===== src/rtl/pe_multichannel_pkg.sv =====
// Shared types and helpers for the multichannel convolution PE.
//   pe_state_t : controller states
//   out_dim()  : output feature-map side for a given image, filter and stride
package pe_pkg;

    typedef enum logic [2:0] {
        IDLE,
        FETCH,
        ACC_LAST,
        PUSH,
        FLUSH
    } pe_state_t;

    function automatic int out_dim(input int img_size, input int k, input int stride);
        return (img_size - k) / stride + 1;
    endfunction

endpackage


===== src/rtl/pe_multichannel_if.sv =====
// Result stream between the PE and the next layer.
//   res_valid : head of result FIFO is valid          (producer -> consumer)
//   res_ready : consumer takes head on valid & ready  (consumer -> producer)
//   res_data  : signed result                         (producer -> consumer)
//   res_last  : head is final output of the pass      (producer -> consumer)
interface pe_multichannel_if #(
    parameter int AW = 32
);
    logic                 res_valid;
    logic                 res_ready;
    logic signed [AW-1:0] res_data;
    logic                 res_last;

    modport master (output res_valid, output res_data, output res_last, input res_ready);
    modport slave  (input res_valid, input res_data, input res_last, output res_ready);
endinterface


===== src/rtl/pe_multichannel_res_fifo.sv =====
// Synchronous result FIFO with a registered storage head.
//   clk, rst_n : clock, asynchronous active-low reset (empties the FIFO)
//   push       : write push_data (accepted when not full, or when full with a pop this cycle)
//   pop        : remove head (ignored when empty)
//   head       : current head entry, zero while empty
//   empty/full : occupancy flags
module res_fifo #(
    parameter int W     = 33,
    parameter int DEPTH = 8
) (
    input  logic         clk,
    input  logic         rst_n,
    input  logic         push,
    input  logic [W-1:0] push_data,
    input  logic         pop,
    output logic [W-1:0] head,
    output logic         empty,
    output logic         full
);
    localparam int PW = $clog2(DEPTH);

    logic [W-1:0]  mem [DEPTH];
    logic [PW-1:0] wr_ptr;
    logic [PW-1:0] rd_ptr;
    logic [PW:0]   count;
    logic          do_push;
    logic          do_pop;

    assign empty   = (count == '0);
    assign full    = (count == (PW+1)'(DEPTH));
    assign do_pop  = pop && !empty;
    // A pop in the same cycle frees the slot, so a full FIFO still accepts.
    assign do_push = push && (!full || do_pop);
    assign head    = empty ? '0 : mem[rd_ptr];

    always_ff @(posedge clk or negedge rst_n) begin
        if (!rst_n) begin
            wr_ptr <= '0;
            rd_ptr <= '0;
            count  <= '0;
            for (int i = 0; i < DEPTH; i++) begin
                mem[i] <= '0;
            end
        end else begin
            if (do_push) begin
                mem[wr_ptr] <= push_data;
                wr_ptr      <= wr_ptr + 1'b1;
            end
            if (do_pop) begin
                rd_ptr <= rd_ptr + 1'b1;
            end
            case ({do_push, do_pop})
                2'b10:   count <= count + 1'b1;
                2'b01:   count <= count - 1'b1;
                default: count <= count;
            endcase
        end
    end
endmodule


===== src/rtl/pe_multichannel.sv =====
// KxK convolution summed over NUM_CH input channels, one result per output pixel,
// with optional ReLU, streamed out through a valid/ready result FIFO.
//   clk, rst_n          : clock, asynchronous active-low reset
//   start, relu_en      : begin a full-image pass; relu_en captured with start
//   flt_wr_*            : filter tap write port (idle only)
//   img_rd_en/addr/data : image memory read port, data returned one cycle after en
//   res                 : result stream (valid/ready/data/last)
//   busy, done          : pass in progress; one-cycle pulse when the pass has drained
module pe_multichannel
    import pe_pkg::*;
#(
    parameter int NUM_CH     = 4,
    parameter int IMG_SIZE   = 16,
    parameter int K          = 4,
    parameter int STRIDE     = 1,
    parameter int DW         = 8,
    parameter int AW         = 32,
    parameter int FIFO_DEPTH = 8
) (
    input  logic                                  clk,
    input  logic                                  rst_n,
    input  logic                                  start,
    input  logic                                  relu_en,
    input  logic                                  flt_wr_en,
    input  logic [$clog2(NUM_CH)-1:0]             flt_wr_ch,
    input  logic [$clog2(K*K)-1:0]                flt_wr_idx,
    input  logic [DW-1:0]                         flt_wr_data,
    output logic                                  img_rd_en,
    output logic [$clog2(IMG_SIZE*IMG_SIZE)-1:0]  img_rd_addr,
    input  logic [NUM_CH*DW-1:0]                  img_rd_data,
    pe_multichannel_if.master                     res,
    output logic                                  busy,
    output logic                                  done
);
    localparam int O    = out_dim(IMG_SIZE, K, STRIDE);
    localparam int TAPS = K * K;
    localparam int TW   = $clog2(TAPS);
    localparam int AD_W = $clog2(IMG_SIZE * IMG_SIZE);
    localparam int CW   = $clog2(IMG_SIZE) + 1;

    localparam logic [CW-1:0] K_LAST = CW'(K - 1);
    localparam logic [CW-1:0] O_LAST = CW'(O - 1);

    pe_state_t              state;
    logic [CW-1:0]          row;
    logic [CW-1:0]          col;
    logic [CW-1:0]          ky;
    logic [CW-1:0]          kx;
    logic                   relu_q;
    logic signed [DW-1:0]   flt [NUM_CH][TAPS];
    logic signed [AW-1:0]   acc;

    logic                   vld_p1;
    logic [TW-1:0]          tap_p1;

    logic signed [2*DW:0]   prod [NUM_CH];
    logic signed [AW-1:0]   tap_sum;

    logic                   fifo_empty;
    logic                   fifo_full;
    logic                   fifo_pop;
    logic                   push_ok;
    logic                   last_out;
    logic [AW:0]            fifo_head;

    function automatic logic signed [AW-1:0] relu(input logic signed [AW-1:0] x, input logic en);
        return (en && x[AW-1]) ? '0 : x;
    endfunction

    assign busy      = (state != IDLE);
    assign img_rd_en = (state == FETCH);

    always_comb begin
        img_rd_addr = '0;
        if (state == FETCH) begin
            img_rd_addr = AD_W'((int'(row) * STRIDE + int'(ky)) * IMG_SIZE
                                + int'(col) * STRIDE + int'(kx));
        end
    end

    // ---- stage p1: pixel data returned for the tap issued last cycle ----
    always_comb begin
        tap_sum = '0;
        for (int c = 0; c < NUM_CH; c++) begin
            prod[c] = $signed({1'b0, img_rd_data[c*DW +: DW]}) * flt[c][tap_p1];
            tap_sum = tap_sum + AW'(prod[c]);
        end
    end

    assign last_out = (row == O_LAST) && (col == O_LAST);
    assign fifo_pop = res.res_ready && !fifo_empty;
    assign push_ok  = (state == PUSH) && (!fifo_full || fifo_pop);

    always_ff @(posedge clk or negedge rst_n) begin
        if (!rst_n) begin
            state  <= IDLE;
            row    <= '0;
            col    <= '0;
            ky     <= '0;
            kx     <= '0;
            relu_q <= 1'b0;
            done   <= 1'b0;
            vld_p1 <= 1'b0;
            tap_p1 <= '0;
            acc    <= '0;
            for (int c = 0; c < NUM_CH; c++) begin
                for (int i = 0; i < TAPS; i++) begin
                    flt[c][i] <= '0;
                end
            end
        end else begin
            done   <= 1'b0;
            vld_p1 <= (state == FETCH);
            tap_p1 <= TW'(int'(ky) * K + int'(kx));
            if (vld_p1) begin
                acc <= acc + tap_sum;
            end

            case (state)
                IDLE: begin
                    // Filter write lands before the pass reads any tap, so a
                    // same-cycle start uses the new value.
                    if (flt_wr_en) begin
                        flt[flt_wr_ch][flt_wr_idx] <= flt_wr_data;
                    end
                    if (start) begin
                        state  <= FETCH;
                        relu_q <= relu_en;
                        row    <= '0;
                        col    <= '0;
                        ky     <= '0;
                        kx     <= '0;
                    end
                end
                FETCH: begin
                    // No product is in flight on the first tap, so clearing wins cleanly.
                    if (ky == '0 && kx == '0) begin
                        acc <= '0;
                    end
                    if (kx == K_LAST) begin
                        kx <= '0;
                        if (ky == K_LAST) begin
                            ky    <= '0;
                            state <= ACC_LAST;
                        end else begin
                            ky <= ky + 1'b1;
                        end
                    end else begin
                        kx <= kx + 1'b1;
                    end
                end
                ACC_LAST: begin
                    state <= PUSH;
                end
                PUSH: begin
                    if (push_ok) begin
                        if (last_out) begin
                            state <= FLUSH;
                        end else begin
                            state <= FETCH;
                            if (col == O_LAST) begin
                                col <= '0;
                                row <= row + 1'b1;
                            end else begin
                                col <= col + 1'b1;
                            end
                        end
                    end
                end
                FLUSH: begin
                    if (fifo_empty) begin
                        state <= IDLE;
                        done  <= 1'b1;
                    end
                end
                default: begin
                    state <= IDLE;
                end
            endcase
        end
    end

    res_fifo #(
        .W     (AW + 1),
        .DEPTH (FIFO_DEPTH)
    ) u_res_fifo (
        .clk       (clk),
        .rst_n     (rst_n),
        .push      (push_ok),
        .push_data ({last_out, relu(acc, relu_q)}),
        .pop       (fifo_pop),
        .head      (fifo_head),
        .empty     (fifo_empty),
        .full      (fifo_full)
    );

    assign res.res_valid = !fifo_empty;
    assign res.res_data  = fifo_head[AW-1:0];
    assign res.res_last  = fifo_head[AW];
endmodule


===== src/flat_wrapper.sv =====
// flat-port wrapper written by rule: the top's interface ports become plain ports
module pe_multichannel_flat import pe_pkg::*;
#(
    parameter int NUM_CH     = 4,
    parameter int IMG_SIZE   = 16,
    parameter int K          = 4,
    parameter int STRIDE     = 1,
    parameter int DW         = 8,
    parameter int AW         = 32,
    parameter int FIFO_DEPTH = 8
)
  (clk, rst_n, start, relu_en, flt_wr_en, flt_wr_ch, flt_wr_idx, flt_wr_data, img_rd_en, img_rd_addr, img_rd_data, busy, done, res_res_valid, res_res_data, res_res_last, res_res_ready);
  pe_multichannel_if #(.AW(AW)) res_i ();
  input  logic clk;
  input  logic rst_n;
  input  logic start;
  input  logic relu_en;
  input  logic flt_wr_en;
  input  logic [$clog2(NUM_CH)-1:0] flt_wr_ch;
  input  logic [$clog2(K*K)-1:0] flt_wr_idx;
  input  logic [DW-1:0] flt_wr_data;
  output logic img_rd_en;
  output logic [$clog2(IMG_SIZE*IMG_SIZE)-1:0] img_rd_addr;
  input  logic [NUM_CH*DW-1:0] img_rd_data;
  output logic busy;
  output logic done;
  output wire logic [$bits(res_i.res_valid)-1:0] res_res_valid;
  output wire logic [$bits(res_i.res_data)-1:0] res_res_data;
  output wire logic [$bits(res_i.res_last)-1:0] res_res_last;
  input wire logic [$bits(res_i.res_ready)-1:0] res_res_ready;
  assign res_res_valid = res_i.res_valid;
  assign res_res_data = res_i.res_data;
  assign res_res_last = res_i.res_last;
  assign res_i.res_ready = res_res_ready;
  pe_multichannel #(.NUM_CH(NUM_CH), .IMG_SIZE(IMG_SIZE), .K(K), .STRIDE(STRIDE), .DW(DW), .AW(AW), .FIFO_DEPTH(FIFO_DEPTH)) u_core (.clk(clk), .rst_n(rst_n), .start(start), .relu_en(relu_en), .flt_wr_en(flt_wr_en), .flt_wr_ch(flt_wr_ch), .flt_wr_idx(flt_wr_idx), .flt_wr_data(flt_wr_data), .img_rd_en(img_rd_en), .img_rd_addr(img_rd_addr), .img_rd_data(img_rd_data), .res(res_i), .busy(busy), .done(done));
endmodule

===== config.mk =====
export PLATFORM = sky130hd
export DESIGN_NAME = pe_multichannel_flat
export DESIGN_NICKNAME = d
export VERILOG_FILES = /design/src/rtl/pe_multichannel_pkg.sv /design/src/rtl/pe_multichannel_if.sv /design/src/rtl/pe_multichannel_res_fifo.sv /design/src/rtl/pe_multichannel.sv /design/src/flat_wrapper.sv
export SDC_FILE = /design/constraint.sdc
export NUM_CORES = 2
export LEC_CHECK = 0
export ABC_AREA = 1
export CORE_AREA = 2 2 467 284
export CTS_CLUSTER_DIAMETER = 30
export CTS_CLUSTER_SIZE = 10
export DETAILED_ROUTE_END_ITERATION = 10
export DIE_AREA = 0 0 469 286
export GPL_TIMING_DRIVEN = 0
export SLEW_MARGIN = 20
export SYNTH_ARGS = -nofsm -noshare
export SYNTH_HDL_FRONTEND = slang
export SYNTH_SLANG_ARGS = --single-unit

===== constraint.sdc =====
create_clock -name clk -period 11.9 [get_ports clk]
set_input_delay 2.975 -clock clk [delete_from_list [all_inputs] [get_ports clk]]
set_output_delay 2.975 -clock clk [all_outputs]
set_load 0.02 [all_outputs]

# Word-level counts from Yosys, hierarchy flattened
# Index checks and enable logic that the tools add are counted.
# op_classes
add_sub_neg,16
mul,4
div,0
order_cmp,8
eq_ne,18
shifts,0
n_mux,53
bitwise_logic,5
reduce_logical,29
# ops
op,count
bitwise mux 512 bit,1
bitwise mux 264 bit,1
demux 128 bit (select 2 bit),1
two-way mux 33 bit,4
binary-select mux 8 bit (select 4 bit),4
two-way mux 128 bit,1
two-way mux 32 bit,4
binary-select mux 33 bit (select 3 bit),1
demux 33 bit (select 3 bit),1
two-way mux 8 bit,10
multiplier 9 x 8 -> 17 bit,4
two-way mux 5 bit,10
one-hot mux 5 bit (2 select lines),4
adder 32 x 17 -> 32 bit,1
adder 32 bit,1
demux 8 bit (select 4 bit),1
"adder 5 x 1 -> 5 bit, second input constant",4
adder 18 x 17 -> 19 bit,1
adder 17 x 17 -> 18 bit,1
two-way mux 3 bit,6
adder 8 x 6 -> 8 bit,2
one-hot mux 3 bit (5 select lines),1
"== test 5 x 2 -> 1 bit, second input constant",2
"== test 5 x 4 -> 1 bit, second input constant",2
35 further kinds,65
# word_totals
regBits,848
latch_bits,0
ramBits,0
rom_bits,0
input_bits,52
output_inout_bits,45
mem_count,0

# Logic depth before layout (Yosys ltp)
# logic_depth
ltp_word,12
ltp_mapped,53

# By module
# From an unflattened synthesis, not the netlist that was laid out.
# hier_totals
cells_unflattened,6138
hier_area_um2,51629.5
# modules_own_cells
mod,instances,cells_each,area_each_um2,seq_area_each_um2
pe_multichannel,1,4653,39140.0,14363.8
res_fifo,1,1485,12489.5,6856.6

# Least setup slack after synthesis
# Ideal clock, no wire load.
# synth_path
path_kind,input to register
start,input port img_rd_data[5]
end,register u_core.acc[19]
setup_ns,0.120
t_arrival_ns,11.325
required_ns,11.780
slack_ns,0.456
stages,37
path_buffers,1
path_cell_list,buf_1 > nand2_1 > fa_1 > inv_1 > fa_1 > inv_1 > fa_1 > fa_1 > inv_1 > fa_1 > fa_1 > inv_1 > fa_1 > inv_1 > ha_1 > a21oi_1 > nand2_1 > xor2_1 > fa_1 > fa_1 > fa_1 > inv_1 > fa_1 > fa_1 > ha_1 > nand2_1 > inv_1 > nand2_1 > nand2_1 > nand2_1 > nand3_1 > nand2_1 > nand2_1 > nand2_1 > nand2_1 > o21ai_0 > inv_1
# synth_between
elab_chain_len,8
# synth_rtl
element,line_no,text
from (decl),flat_wrapper.sv:24,input logic [NUM_CH*DW-1:0] img_rd_data;
multiplier 9 x 8 -> 17 bit *,pe_multichannel.sv:85,"prod[c] = $signed({1'b0, img_rd_data[c*DW +: DW]}) * flt[c][tap_p1];"
adder 17 x 17 -> 18 bit *,pe_multichannel.sv:86,tap_sum = tap_sum + AW'(prod[c]);
adder 18 x 17 -> 19 bit *,pe_multichannel.sv:86,
adder 32 x 17 -> 32 bit *,pe_multichannel.sv:86,
adder 32 bit *,pe_multichannel.sv:116,acc <= acc + tap_sum;
two-way mux 32 bit *,pe_multichannel.sv:115,if (vld_p1) begin
two-way mux 32 bit,pe_multichannel.sv:137,if (ky == '0 && kx == '0) begin
two-way mux 32 bit *,pe_multichannel.sv:119,case (state)
to (signal assigned),pe_multichannel.sv:116,
to (decl),pe_multichannel.sv:51,logic signed [AW-1:0] acc;
# Mark *: on every way between the ends. The rest lies on a longest branch, timed or not.
# A chain may end at the register's enable or synchronous reset.

# Worst setup path after layout
# layout_path
start,register u_core.tap_p1[0]
end,register u_core.acc[29]
# layout_between
elab_chain_len,12
elab_cells_between_ends,24
classes_between,add/sub: 4; mul: 4; mux: 15; bitwise: 1
# layout_rtl
element,line_no,text
from (decl),pe_multichannel.sv:54,logic [TW-1:0] tap_p1;
from (signal assigned),pe_multichannel.sv:114,tap_p1 <= TW'(int'(ky) * K + int'(kx));
NOT 4 -> 5 bit (implied by the code) *,pe_multichannel.sv:85,
binary-select mux 8 bit (select 4 bit),pe_multichannel.sv:85,
two-way mux 8 bit (implied by the code) (2 in series),pe_multichannel.sv:85,
multiplier 9 x 8 -> 17 bit,pe_multichannel.sv:85,
adder 17 x 17 -> 18 bit,pe_multichannel.sv:86,
adder 18 x 17 -> 19 bit,pe_multichannel.sv:86,
adder 32 x 17 -> 32 bit *,pe_multichannel.sv:86,
adder 32 bit *,pe_multichannel.sv:116,
two-way mux 32 bit *,pe_multichannel.sv:115,
two-way mux 32 bit,pe_multichannel.sv:137,
two-way mux 32 bit *,pe_multichannel.sv:119,
# Mark *: on every way between the ends. The rest lies on a longest branch, timed or not. The select of a mux whose other input is x is not followed.

==> flow_metrics.env <==
export IMPL_gr_usage_all_layers=0.320
export IMPL_portBuffers=95
export IMPL_initialDrtViolationCount=6944
export IMPL_clock_latency_ns=0.81
export IMPL_netlist_area_leader_share=0.411
export IMPL_required_ns=12.52
export IMPL_core_area_mm2=0.130
export IMPL_rsz0062_at_grt="false"
export IMPL_drt_wl_total_um=214000
export IMPL_arrival_ns=12.37
export IMPL_start_util=0.396
export IMPL_grt_start_max_net_pins=141
export IMPL_drtAntennaViolNets=0
export IMPL_synth_adder_area_share=0.150
export IMPL_status="finished, final reports clean"
export IMPL_wl_per_cell_um=25.9
export IMPL_critPathLaunchType="register"
export IMPL_finalMaxSlewViolations=0
export IMPL_dieHeight_um=286
export IMPL_first_pass_iters=6
export IMPL_htree_levels=4
export IMPL_syn_area_per_cell_um2=8.39
export IMPL_cts_path_max_buffers=3
export IMPL_path_max_fanout=10
export IMPL_via_count=47300
export IMPL_finalSetupViolCount=0
export IMPL_grt_pass1_wl_um=312000
export IMPL_antenna_found_initial=12
export IMPL_dieArea_mm2=0.134
export IMPL_tightest_slew_ns=1.30
export IMPL_syn_area_mm2=0.0516
export IMPL_rows=103
export IMPL_worstHoldStart="u_core.flt[114]"
export IMPL_synth_seq_cells=848
export IMPL_hp_class="register to register"
export IMPL_cts_tree="yes"
export IMPL_die_x_um=469
export IMPL_synthXorXnorAreaFrac=0.00764
export IMPL_fin_crit_sh=0.987
export IMPL_pre_cts_slack_ns=-1.28
export IMPL_synth_simple_area_share=0.161
export IMPL_final_nets=6950
export IMPL_rrSetupSlack_ns=0.15
export IMPL_whs_path_depth=2
export IMPL_cts_sinks=848
export IMPL_ff2ff_path_depth=43
export IMPL_synth_nets=6679
export IMPL_grt_pass1_vias=44600
export IMPL_cp_end_kind="register"
export IMPL_gp_congestion=1.02
export IMPL_finalClockSkew_ns=0.0825
export IMPL_vias_per_cell=5.72
export IMPL_synthToLayoutAreaGrowth_pct=17.6
export IMPL_synth_compound_area_share=0.167
export IMPL_synth_top_family_by_area="compound AO/OA/AOI/OAI gates"
export IMPL_finalHoldViolCount=0
export IMPL_synth_cell_types=53
export IMPL_timing_fmax_mhz=85.1
export IMPL_netlist_top_cells_area="dfrtp_1 (41%), o21ai_0 (9.8%), fa_1 (9.3%)"
export IMPL_numCtsBuffers=154
export IMPL_dp_hpwl_um=160000
export IMPL_drc=0
export IMPL_r2r_end="u_core.acc[29]"
export IMPL_io_pins=97
export IMPL_ys_seq_area_frac=0.411
export IMPL_grt_remaining_overflow=0
export IMPL_synth_edff_count=0
export IMPL_fin_crit_ns=11.75
export IMPL_syn_inst=6151
export IMPL_worst_slack_ns=0.149
export IMPL_synth_async_reset_ratio=1.00
export IMPL_synthMuxAreaShare=0.0131
export IMPL_cap_violations=0
export IMPL_synth_warnings=0
export IMPL_cts_root_buffer="clkbuf_16"
export IMPL_hold_path_end="u_core.flt[114]"
export IMPL_clkTransAtPathRegs_ns=0.05
export IMPL_r2r_start="u_core.tap_p1[0]"
export IMPL_max_slew_margin_rel=0.133
export IMPL_critPathKind="register to register"
export IMPL_synth_ff_type="dfrtp_1"
export IMPL_slowest_delay_ns=0.96
export IMPL_cp_common_cell="fa_1"
export IMPL_yosys_area_top_type="dfrtp_1"
export IMPL_layout_drive_gt1_share=0.102
export IMPL_slowest_stage="o211ai_1"
worst max-delay path by stage:
stage                           startpoint              to  slack, ns
after floorplan             img_rd_data[5]  u_core.acc[19]       0.46
after global placement               rst_n  u_core.acc[24]     -32.21
after detailed placement    img_rd_data[4]  u_core.acc[29]      -1.28
after CTS                   img_rd_data[0]  u_core.acc[28]       0.02
after global routing       img_rd_data[22]  u_core.acc[19]      0.002
final                     u_core.tap_p1[0]  u_core.acc[29]       0.15
through the flow:
| step | hold slack [ns] | util | instances | setup TNS (ns) | cell area [um^2] |
|---|---|---|---|---|---|
| after floorplan | 0.441 | - | 6151 | 0 | 51600 |
| after global placement | 0.461 | 0.420 | 7978 | - | 54700 |
| after detailed placement | 0.466 | 0.422 | 7986 | -22.96 | 55000 |
| after CTS | 0.478 | 0.464 | 8266 | 0 | 60400 |
| after global routing | 0.487 | 0.466 | 8279 | 0 | 60700 |
| final | 0.476 | 0.466 | 8281 | 0 | 60700 |
Yosys cell counts, types with 11 or more instances:
library cell / number
nand2_1: 1188
o21ai_0: 1009
dfrtp_1: 848
inv_1: 780
nor2_1: 561
fa_1: 241
a21oi_1: 240
ha_1: 235
clkbuf_1: 196
nand3_1: 147
buf_2: 102
o221ai_1: 83
o21ai_1: 62
mux2_2: 60
o211ai_1: 51
o21a_1: 39
a31oi_1: 34
buf_4: 28
inv_2: 27
o22ai_1: 27
xor2_1: 27
o31ai_1: 21
nand4_4: 20
xnor2_1: 18
nand4_1: 15
buf_1: 12
or2_2: 12
nor2_4: 11
what timing repair did:
| item | in CTS | in global routing |
|---|---|---|
| hold buffers | 0 | 0 |
| gates resized for setup | 26 | 128 |
| setup buffers | 1 | 11 |
| pin swaps | 3 | 6 |
| setup endpoints to repair | 23 | 25 |
kinds of logic (layout without fill, tap and decap cells):
logic type	Yosys count	count (layout)
buffers and inverters	1153	1547
muxes	60	60
xor gates and xnor gates	45	45
AOI/OAI and AO/OA	1581	1581
other	0	4
adders and majority gates	476	476
and+or+nand+nor	1988	1988
DFF	848	848
per-layer routing:
metal  part of all wire  up-vias  global-route usage
met4              0.027        8              0.0885
met3               0.16      404               0.142
met2               0.35     2932               0.381
met1               0.46    23400               0.501
met5            0.00021        -                   0
li1                   -    20600                   -
layout make-up:
class | instances | area [um^2]
fillers | 12800 | 69500
multi-input cells | 4150 | 25900
flip-flops and latches | 848 | 21200
clock buffers | 193 | 4210
inverters | 812 | 3070
well taps | 1732 | 2170
plain buffers | 341 | 1630
repair buffers | 115 | 1260
clock inverters | 86 | 1190
diodes | 4 | 10.0
layout by cell type, fill, tap and decap left out, drive strengths merged, types with 5 or more instances in the layout:
cell type / synthesis / routed
a21oi: 240 / 240
dfrtp: 848 / 848
inv: 809 / 818
nand2: 1200 / 1200
buf: 145 / 165
or2: 12 / 12
bufinv: 0 / 13
nand4: 36 / 36
xnor2: 18 / 18
clkinvlp: 0 / 18
o221ai: 83 / 83
ha: 235 / 235
xor2: 27 / 27
nor2: 577 / 577
clkinv: 3 / 49
o21ai: 1071 / 1071
mux2: 60 / 60
clkbuf: 196 / 391
fa: 241 / 241
a211oi: 5 / 5
a31oi: 34 / 34
nand3: 149 / 149
nor3: 9 / 9
dlymetal6s2s: 0 / 7
o211ai: 51 / 51
clkdlybuf4s50: 0 / 83
o22ai: 27 / 27
o31ai: 21 / 21
o21a: 39 / 39
registers in the layout, summed over array words and instances, names as in the netlist:
signal	count
u_core.vld_p1	1
u_core.ky	5
u_core.row	5
u_core.u_res_fifo.wr_ptr	3
u_core.acc	32
u_core.col	5
u_core.relu_q	1
u_core.u_res_fifo.mem	264
u_core.u_res_fifo.rd_ptr	3
u_core.tap_p1	4
u_core.state	3
u_core.kx	5
u_core.u_res_fifo.count	4
u_core.flt	512
u_core.done	1
worst max-delay path: cells and delay by family (launching register included):
family                   cells  cell delay, ns
AO/OA/AOI/OAI                5            1.79
XOR/XNOR                     1            0.17
adder cells (fa/ha/maj)     14            6.45
buffers and inverters       13            1.41
flip-flops                   1            0.36
AND/OR/NAND/NOR             10            1.36
Power is not shown: default switching activity piles up to over one toggle a cycle in this logic, so the estimate is an artifact.
